--- src/rtl/pcma_pkg.sv ---
// Shared PCMA detector definitions: default datapath sizes, scan FSM encoding
// and the minimum window length that keeps window ends out of the scan.
package pcma_pkg;

  localparam int DATA_WIDTH_DEF      = 16;
  localparam int BOUND_NUM_DEF       = 32;
  localparam int BOUND_NUM_WIDTH_DEF = 5;

  // A window must outlast SCAN (BOUND_NUM edges) plus OUT (one edge).
  function automatic int min_win_for(input int bound_num);
    return bound_num + 2;
  endfunction

  localparam int MIN_WIN = min_win_for(BOUND_NUM_DEF);

  typedef enum logic [1:0] {
    ST_IDLE = 2'd0,
    ST_SCAN = 2'd1,
    ST_OUT  = 2'd2
  } scan_state_e;

endpackage

--- src/rtl/bin_argmax_scan.sv ---
// Sequential argmax over a snapshot of histogram bins, one bin per clock.
// Ties keep the lowest index; done_o is high for the single OUT cycle.
module bin_argmax_scan
  import pcma_pkg::*;
#(
  parameter int DATA_WIDTH      = DATA_WIDTH_DEF,
  parameter int BOUND_NUM       = BOUND_NUM_DEF,
  parameter int BOUND_NUM_WIDTH = BOUND_NUM_WIDTH_DEF
) (
  input  logic                            clk,
  input  logic                            reset_n,
  input  logic                            clear_i,
  input  logic                            start_i,
  input  logic [DATA_WIDTH*BOUND_NUM-1:0] snap_i,
  output logic [BOUND_NUM_WIDTH-1:0]      best_idx_o,
  output logic                            done_o
);

  localparam logic [BOUND_NUM_WIDTH-1:0] LAST_IDX = BOUND_NUM_WIDTH'(BOUND_NUM - 1);
  localparam logic [BOUND_NUM_WIDTH-1:0] IDX_ONE  = BOUND_NUM_WIDTH'(1);

  scan_state_e                state_r;
  logic [BOUND_NUM_WIDTH-1:0] j_r;
  logic [DATA_WIDTH-1:0]      best_val_r;
  logic [DATA_WIDTH-1:0]      cur_s;

  assign cur_s = snap_i[j_r*DATA_WIDTH +: DATA_WIDTH];

  // Scan sequencer: IDLE -> SCAN (BOUND_NUM edges) -> OUT (one edge) -> IDLE.
  always_ff @(posedge clk or negedge reset_n) begin
    if (!reset_n) begin
      state_r    <= ST_IDLE;
      j_r        <= {BOUND_NUM_WIDTH{1'b0}};
      best_val_r <= {DATA_WIDTH{1'b0}};
      best_idx_o <= {BOUND_NUM_WIDTH{1'b0}};
      done_o     <= 1'b0;
    end else if (clear_i) begin
      state_r <= ST_IDLE;
      j_r     <= {BOUND_NUM_WIDTH{1'b0}};
      done_o  <= 1'b0;
    end else begin
      case (state_r)
        ST_IDLE: begin
          done_o <= 1'b0;
          if (start_i) begin
            state_r    <= ST_SCAN;
            j_r        <= {BOUND_NUM_WIDTH{1'b0}};
            best_val_r <= {DATA_WIDTH{1'b0}};
            best_idx_o <= {BOUND_NUM_WIDTH{1'b0}};
          end
        end
        ST_SCAN: begin
          if (cur_s > best_val_r) begin
            best_val_r <= cur_s;
            best_idx_o <= j_r;
          end
          if (j_r == LAST_IDX) begin
            state_r <= ST_OUT;
            done_o  <= 1'b1;
          end else begin
            j_r <= j_r + IDX_ONE;
          end
        end
        ST_OUT: begin
          state_r <= ST_IDLE;
          done_o  <= 1'b0;
        end
        default: begin
          state_r <= ST_IDLE;
          done_o  <= 1'b0;
        end
      endcase
    end
  end

endmodule

--- src/rtl/bound_hist_acc.sv ---
// Windowed boundary-bin histogram feeding the lock calculator: accumulates
// samples, snapshots at window end and publishes bins plus peak index.
module bound_hist_acc
  import pcma_pkg::*;
#(
  parameter int DATA_WIDTH      = DATA_WIDTH_DEF,
  parameter int BOUND_NUM       = BOUND_NUM_DEF,
  parameter int BOUND_NUM_WIDTH = BOUND_NUM_WIDTH_DEF,
  parameter int WIN_WIDTH       = 16
) (
  input  logic                            clk,
  input  logic                            reset_n,
  input  logic                            bin_val_i,
  input  logic [BOUND_NUM_WIDTH-1:0]      bin_idx_i,
  input  logic [WIN_WIDTH-1:0]            win_len_i,
  input  logic                            clear_i,
  output logic                            val_o,
  output logic [BOUND_NUM_WIDTH-1:0]      max_num_o,
  output logic [DATA_WIDTH*BOUND_NUM-1:0] data_o,
  output logic                            sat_o
);

  localparam logic [WIN_WIDTH-1:0]  MIN_WIN_W = WIN_WIDTH'(min_win_for(BOUND_NUM));
  localparam logic [WIN_WIDTH-1:0]  CNT_ONE   = WIN_WIDTH'(1);
  localparam logic [DATA_WIDTH-1:0] BIN_ONE   = DATA_WIDTH'(1);
  localparam logic [DATA_WIDTH-1:0] BIN_MAX   = {DATA_WIDTH{1'b1}};

  logic [DATA_WIDTH-1:0]            bins_r [BOUND_NUM];
  logic [DATA_WIDTH*BOUND_NUM-1:0]  snap_r;
  logic [DATA_WIDTH*BOUND_NUM-1:0]  snap_next_s;
  logic [WIN_WIDTH-1:0]             count_r;
  logic [WIN_WIDTH-1:0]             win_r;
  logic [WIN_WIDTH-1:0]             win_clamp_s;
  logic [WIN_WIDTH-1:0]             win_eff_s;
  logic                             bin_full_s;
  logic                             win_end_s;
  logic                             scan_done_s;
  logic [BOUND_NUM_WIDTH-1:0]       best_idx_s;

  // Window length clamp, window-end detect and the bins-plus-this-sample image.
  always_comb begin
    win_clamp_s = (win_len_i < MIN_WIN_W) ? MIN_WIN_W : win_len_i;
    win_eff_s   = (count_r == {WIN_WIDTH{1'b0}}) ? win_clamp_s : win_r;
    bin_full_s  = (bins_r[bin_idx_i] == BIN_MAX);
    win_end_s   = bin_val_i && !clear_i && ((count_r + CNT_ONE) == win_eff_s);
    snap_next_s = {(DATA_WIDTH*BOUND_NUM){1'b0}};
    for (int i = 0; i < BOUND_NUM; i++) begin
      if (bin_val_i && (bin_idx_i == BOUND_NUM_WIDTH'(i)) && !bin_full_s) begin
        snap_next_s[i*DATA_WIDTH +: DATA_WIDTH] = bins_r[i] + BIN_ONE;
      end else begin
        snap_next_s[i*DATA_WIDTH +: DATA_WIDTH] = bins_r[i];
      end
    end
  end

  // Live histogram, sample counter, latched window length and sticky saturation.
  always_ff @(posedge clk or negedge reset_n) begin
    if (!reset_n) begin
      for (int i = 0; i < BOUND_NUM; i++) bins_r[i] <= {DATA_WIDTH{1'b0}};
      snap_r  <= {(DATA_WIDTH*BOUND_NUM){1'b0}};
      count_r <= {WIN_WIDTH{1'b0}};
      win_r   <= MIN_WIN_W;
      sat_o   <= 1'b0;
    end else if (clear_i) begin
      for (int i = 0; i < BOUND_NUM; i++) bins_r[i] <= {DATA_WIDTH{1'b0}};
      count_r <= {WIN_WIDTH{1'b0}};
      sat_o   <= 1'b0;
    end else begin
      if (count_r == {WIN_WIDTH{1'b0}}) win_r <= win_clamp_s;
      if (bin_val_i) begin
        if (win_end_s) begin
          snap_r  <= snap_next_s;
          for (int i = 0; i < BOUND_NUM; i++) bins_r[i] <= {DATA_WIDTH{1'b0}};
          count_r <= {WIN_WIDTH{1'b0}};
        end else begin
          bins_r[bin_idx_i] <= snap_next_s[bin_idx_i*DATA_WIDTH +: DATA_WIDTH];
          count_r           <= count_r + CNT_ONE;
        end
        if (bin_full_s) sat_o <= 1'b1;
      end
    end
  end

  bin_argmax_scan #(
    .DATA_WIDTH     (DATA_WIDTH),
    .BOUND_NUM      (BOUND_NUM),
    .BOUND_NUM_WIDTH(BOUND_NUM_WIDTH)
  ) u_scan (
    .clk       (clk),
    .reset_n   (reset_n),
    .clear_i   (clear_i),
    .start_i   (win_end_s),
    .snap_i    (snap_r),
    .best_idx_o(best_idx_s),
    .done_o    (scan_done_s)
  );

  // Publish snapshot and peak once per completed scan; outputs hold otherwise.
  always_ff @(posedge clk or negedge reset_n) begin
    if (!reset_n) begin
      val_o     <= 1'b0;
      data_o    <= {(DATA_WIDTH*BOUND_NUM){1'b0}};
      max_num_o <= {BOUND_NUM_WIDTH{1'b0}};
    end else if (clear_i) begin
      val_o <= 1'b0;
    end else begin
      val_o <= scan_done_s;
      if (scan_done_s) begin
        data_o    <= snap_r;
        max_num_o <= best_idx_s;
      end
    end
  end

endmodule

--- config.mk ---
export PLATFORM = sky130hd
export DESIGN_NAME = bound_hist_acc
export DESIGN_NICKNAME = d
export VERILOG_FILES = /design/src/rtl/pcma_pkg.sv /design/src/rtl/bin_argmax_scan.sv /design/src/rtl/bound_hist_acc.sv
export SDC_FILE = /design/constraint.sdc
export NUM_CORES = 2
export LEC_CHECK = 0
export ABC_AREA = 1
export CAP_MARGIN = 20
export CORE_MARGIN = 2
export CORE_UTILIZATION = 40
export CTS_CLUSTER_DIAMETER = 30
export DETAILED_ROUTE_END_ITERATION = 10
export DONT_BUFFER_PORTS = 1
export PLACE_DENSITY_LB_ADDON = 0.2
export RECOVER_POWER = 100
export SYNTH_ARGS = -nofsm -noshare
export SYNTH_HDL_FRONTEND = slang
export SYNTH_HIERARCHICAL = 1
export SYNTH_SLANG_ARGS = --single-unit
--- constraint.sdc ---
create_clock -name clk -period 5.7 [get_ports clk]
set_clock_uncertainty 0.2 [all_clocks]
set_input_delay 1.14 -clock clk [delete_from_list [all_inputs] [get_ports clk]]
set_output_delay 1.14 -clock clk [all_outputs]
set_load 0.05 [all_outputs]
# Word level (Yosys, flattened, before mapping)
# Index checks and enable logic that the tools add are counted.
# totals
regBits,1604
in_bits,25
output_inout_bits,519
word_cells,274
# classes
addsub,34
n_lt_le_gt_ge,4
eq_ne,40
n_shift,2
n_mux,66
bitwise_logic,2
reduce_logical,82
# op_table
cell,count
$mux 512,3
$shiftx 512x10->16,2
$mux 16,42
$add 16x1->16 const B,33
$bwmux 512,1
$eq 5x5->1 const B,17
$bmux 16 s5,1
$demux 16 s5,1
$logic_and 1x1->1,67
$eq 5x4->1 const B,8
$pmux 16 s2,1
$eq 5x3->1 const B,4
$mux 5,4
$pmux 5 s2,2
$eq 16x16->1,1
$eq 16x16->1 const B,1
$gt 16x16->1,1
$logic_not 16->1,1
$lt 16x6->1 const B,1
$eq 5x2->1 const B,2
$mux 1,7
$ge 6x6->1 const B,1
$lt 6x1->1 const B,1
$mux 2,3
17 further kinds,25

# Longest topological paths before layout
# logic_depth
word_depth,13
depth_mapped,33
mapped_depth_nobuf,27

# Cells and area by module
# The synthesis kept the hierarchy.
# modules_own_cells
mod,instances,cells_each,area_each_um2,seq_area_each_um2
bound_hist_acc,1,12138,85115.4,39415.3
bin_argmax_scan,1,1682,7748.7,725.7

# Worst setup path after synthesis
# Ideal clock, no wire load.
# synth_path
kind,input port to flip-flop
from,input port bin_idx_i[1]
to,register bins_r[159] (netlist name)
setup_time_ns,0.066
t_arrival_ns,3.834
slack_ns,1.600
cell_stages,29
n_path_buf,7
path_cell_list,buf_2 inv_2 buf_4 nand2_4 inv_2 buf_2 nand2_1 nand4_1 nand2_1 nand2_1 nor2_1 inv_1 nand3_1 nor2_1 nand2_2 buf_6 buf_6 nand3_2 buf_2 nor2_1 a21oi_1 nand2_1 nand2_1 a21oi_1 nand3_1 nor2_1 buf_2 nand3_1 nand2_1
# synth_via
elab_chain_cells,13
# synth_lines
item,line_no,rtl
start: declaration,bound_hist_acc.sv:14,"input logic [BOUND_NUM_WIDTH-1:0] bin_idx_i,"
$not 5->6 (implied by the code),"bound_hist_acc.sv:44, bound_hist_acc.sv:76",
$bmux 16 s5,bound_hist_acc.sv:44,bin_full_s = (bins_r[bin_idx_i] == BIN_MAX);
$mux 16 (implied by the code) (2 in a row),bound_hist_acc.sv:44,
$eq 16x16->1,bound_hist_acc.sv:44,
$logic_not 1->1,bound_hist_acc.sv:48,if (bin_val_i && (bin_idx_i == BOUND_NUM_WIDTH'(i)) && !bin_full_s) begin
$logic_and 1x1->1,bound_hist_acc.sv:48,
$mux 16,bound_hist_acc.sv:48,
$shiftx 512x10->16,bound_hist_acc.sv:76,bins_r[bin_idx_i] <= snap_next_s[bin_idx_i*DATA_WIDTH +: DATA_WIDTH];
$bwmux 512 (*),bound_hist_acc.sv:76,
$mux 512 (*),bound_hist_acc.sv:71,if (win_end_s) begin
$mux 512 (*),bound_hist_acc.sv:70,if (bin_val_i) begin
$mux 512 (*),bound_hist_acc.sv:64,end else if (clear_i) begin
end signal: indexed assignment,bound_hist_acc.sv:76,
end: declaration,bound_hist_acc.sv:28,logic [DATA_WIDTH-1:0] bins_r [BOUND_NUM];
# Mark *: on every way between the ends. The rest lies on a longest branch, timed or not. The select of a mux whose other input is x is not followed.
# A chain may end at the register's enable or synchronous reset.

# Worst setup path in the final report
# layout_path
from,input port bin_idx_i[0]
to,register bins_r[6] (netlist name)
# The elaborated chain is that of the path after synthesis.

==> parameters.txt <==
Parameter                              Value

Timing
  Setup violators final    0
  Transition time at the pin with the least slew margin    4.49 ns
  Final Slew Violations    1,633
  Max transition margin    -199%
  Unrepaired setup endpoints after global routing    false
  Maximum frequency from static timing analysis    183 MHz
  Hold violation total from the final report    0
  Time the worst path needs with I/O delays and setup    5.47 ns
  Final period util    95.9%
  Worst setup slack after layout    0.233 ns
  Fin Hold WS    0.0486 ns
  Post-route setup TNS    0 ns

Clocking
  Sinks on the clock net    1,604
  Post-CTS clock slew at the launch and capture registers of the worst setup and hold paths    0.05 ns
  Clock tree from TritonCTS    yes
  Clock tree root buffer cell    sky130_fd_sc_hd__clkbuf_16
  Number of CTS-inserted buffers    399
  Number of levels in the clock H-tree    5
  Later-pin clock latency in the skew report    1.03 ns
  Number of cells upsized or downsized after cts    0
  Max clock buf depth    4

Route
  Remaining DRCs    0
  DRT iter0 DRCs    15,501
  Via count of the routed design    100,194
  Total wirelength of the detailed-routed design    504,000 um
  DR WL/cell    28.6 um
  TritonRoute pass-1 iters    9
  Post-route antenna net violation count    0
  Via density per instance    5.67

Worst setup path
  Master of the slowest instance on the critical path    sky130_fd_sc_hd__o21ai_0
  Arrival time at the worst endpoint    6.09 ns
  Setup slack of the worst register-to-register path    0.33 ns
  Sort of element at the end of the critical path    register
  Req. time, crit path    6.32 ns
  Highest fanout seen on the critical path    327
  Longest individual stage delay on the worst path    0.64 ns
  Library cell appearing most often on the critical path    sky130_fd_sc_hd__nand2_1
  Worst setup path category    input port to register
  Startpoint types    input port

Synth
  Number of library cell types mapped by synthesis    43
  Number of flops mapped to enable cells by yosys    0
  Top cell types by occurrence after synthesis    sky130_fd_sc_hd__nand2_1, sky130_fd_sc_hd__dfrtp_1, sky130_fd_sc_hd__inv_1
  Synth Net Count    13,897
  Async set-reset flop share out of synthesis    100%
  Post-synth top flop    sky130_fd_sc_hd__dfrtp_1
  Average cell area after synthesis    6.72 um^2
  Largest area contributor in the netlist    sky130_fd_sc_hd__dfrtp_1
  Fraction of the yosys area taken by sequential cells    43.2%
  #FFs+latches synth    1,604
  Cells taking the most area after synthesis    sky130_fd_sc_hd__dfrtp_1, sky130_fd_sc_hd__nand2_1, sky130_fd_sc_hd__nand3_1
  Most frequent cell after synthesis    sky130_fd_sc_hd__nand2_1
  Syn Inst Count    13,820
  Post-Synthesis Cell Area    0.0929 mm^2
  Total of warnings raised by yosys    6
  Area share of the largest cell type after synthesis    43.2%

Global routing
  Residual overflow from global routing    0
  Largest net degree at the start of global routing    328
  GRT Total Usage    41.5%
  Initial antenna violation count    45
  Global-route wire length before repair    700,000 um
  Via count of the first global-routing pass    91,304

Floorplan
  Area of the die    0.236 mm^2
  I/O pin count    544
  Vertical die dimension    486 um
  Area of the core    0.230 mm^2
  Effective utilization at floorplan    40.3%
  Std cell rows    176
  Die outline width    486 um

Outcome
  Status    finished, violations left
  Failing checks    max-capacitance violations, max-slew violations

Place
  Cell Count Post-Placement    16,917
  Buffers on Ports    0
  Placed inst area    0.101 mm^2
  GPL Wtd Cong    1.06
  Post-detail-place hpwl    389,000 um
  Worst Setup Slack post-DPL    -0.200 ns

Power and ir drop
  Leakage dissipation    58.9 nW
  Power per cell area    339 mW/mm^2
  Worst vdd ir    266 uV
  Power after layout    39.0 mW

Worst hold path
  HP Class    input port to register

Layout
  Post-synthesis to final-layout area growth    23.8%
  Share of layout cells above drive strength 1    10.8%
  Final nets    14,379
  Cell area after layout    0.115 mm^2
  Non-filler instance count after layout    17,657
  Final core utilization    49.9%

Job
  Max-cap violations    11
cell type report:
| class | instances | area, um^2 |
|---|---|---|
| Fill cell | 23597 | 115000 |
| Sequential cell | 1604 | 40100 |
| Multi-Input combinational cell | 10445 | 45700 |
| Inverter | 1033 | 3900 |
| Clock buffer | 502 | 11100 |
| Clock inverter | 216 | 3190 |
| Tap cell | 3026 | 3790 |
| Antenna cell | 12 | 30.0 |
| Timing Repair Buffer | 819 | 7180 |
worst paths after layout:
kind | from | endpoint | cells past startpoint
max in group asynchronous | reset_n | bins_r[423] | 6
worst max-delay path | bin_idx_i[0] | bins_r[6] | 27
worst min register to register | snap_r[8] | data_o[8] | 2
min in group asynchronous | reset_n | data_o[113] | 2
worst max register to register | bins_r[312] | bins_r[347] | 27
worst min-delay path | clear_i | win_r[5] | 1
placed cells by master, fill, tap and decap left out, types with 26 or more instances in the layout:
cell                            n
sky130_fd_sc_hd__o21ai_1      140
sky130_fd_sc_hd__clkbuf_16    403
sky130_fd_sc_hd__clkbuf_8      60
sky130_fd_sc_hd__nor3_1       195
sky130_fd_sc_hd__inv_1        993
sky130_fd_sc_hd__buf_12        79
sky130_fd_sc_hd__inv_2         26
sky130_fd_sc_hd__buf_4        688
sky130_fd_sc_hd__nor2_1       721
sky130_fd_sc_hd__nand2_1     6666
sky130_fd_sc_hd__dfrtp_1     1599
sky130_fd_sc_hd__clkbuf_1      57
sky130_fd_sc_hd__clkinvlp_4    35
sky130_fd_sc_hd__bufinv_16     73
sky130_fd_sc_hd__a21oi_1      242
sky130_fd_sc_hd__xor2_1       357
sky130_fd_sc_hd__ha_1          52
sky130_fd_sc_hd__nor4_1       100
sky130_fd_sc_hd__clkinv_2      78
sky130_fd_sc_hd__nand4_1      225
sky130_fd_sc_hd__nand3_1      849
sky130_fd_sc_hd__o21ai_0      743
power by group:
part           switching (mW)  total [mW]  internal [mW]
sequential              0.359        11.9           11.6
combinational            2.21        2.98          0.775
clock                    7.24        24.1           16.9
total                    9.81        39.0           29.2
cells by family (layout without fill, tap and decap cells):
group | after synthesis | after routing | share of synthesized area [%]
and+or+nand+nor | 8806 | 8806 | 38.1
other | 0 | 12 | 0
buffers and inverters | 1771 | 2570 | 7.68
DFF | 1604 | 1604 | 43.2
adders and majority gates | 52 | 52 | 0.701
xor gates and xnor gates | 370 | 370 | 3.49
muxes | 7 | 7 | 0.0755
AOI/OAI and AO/OA | 1210 | 1210 | 6.75
critical path: cells and delay by family:
family | cells | cell delay (ns)
AOI/OAI and AO/OA | 2 | 0.87
buffers and inverters | 5 | 1.39
and+or+nand+nor | 20 | 2.47
per-layer routing:
layer	up-vias	GRT usage, %	routed length (um)
li1	44485	-	-
met1	48006	58.8	210000
met2	6613	52.7	187000
met3	1060	20.7	83700
met4	30	16.4	23100
met5	-	0	376
repair_timing:
action / in CTS / in global routing
buffers inserted: 0 / 0
hold buffers: 2 / 0
hold endpoints to repair: 81 / 0
state kept, by name (all words and copies together) (netlist names), 5 cells and up:
name and count:
win_r 16, u_scan/j_r 5, data_o 512, u_scan/best_val_r 16, count_r 16, u_scan/best_idx_o 5
max_num_o 5, bins_r 512, snap_r 512
Note: power is estimated with default switching activity, not from simulation.
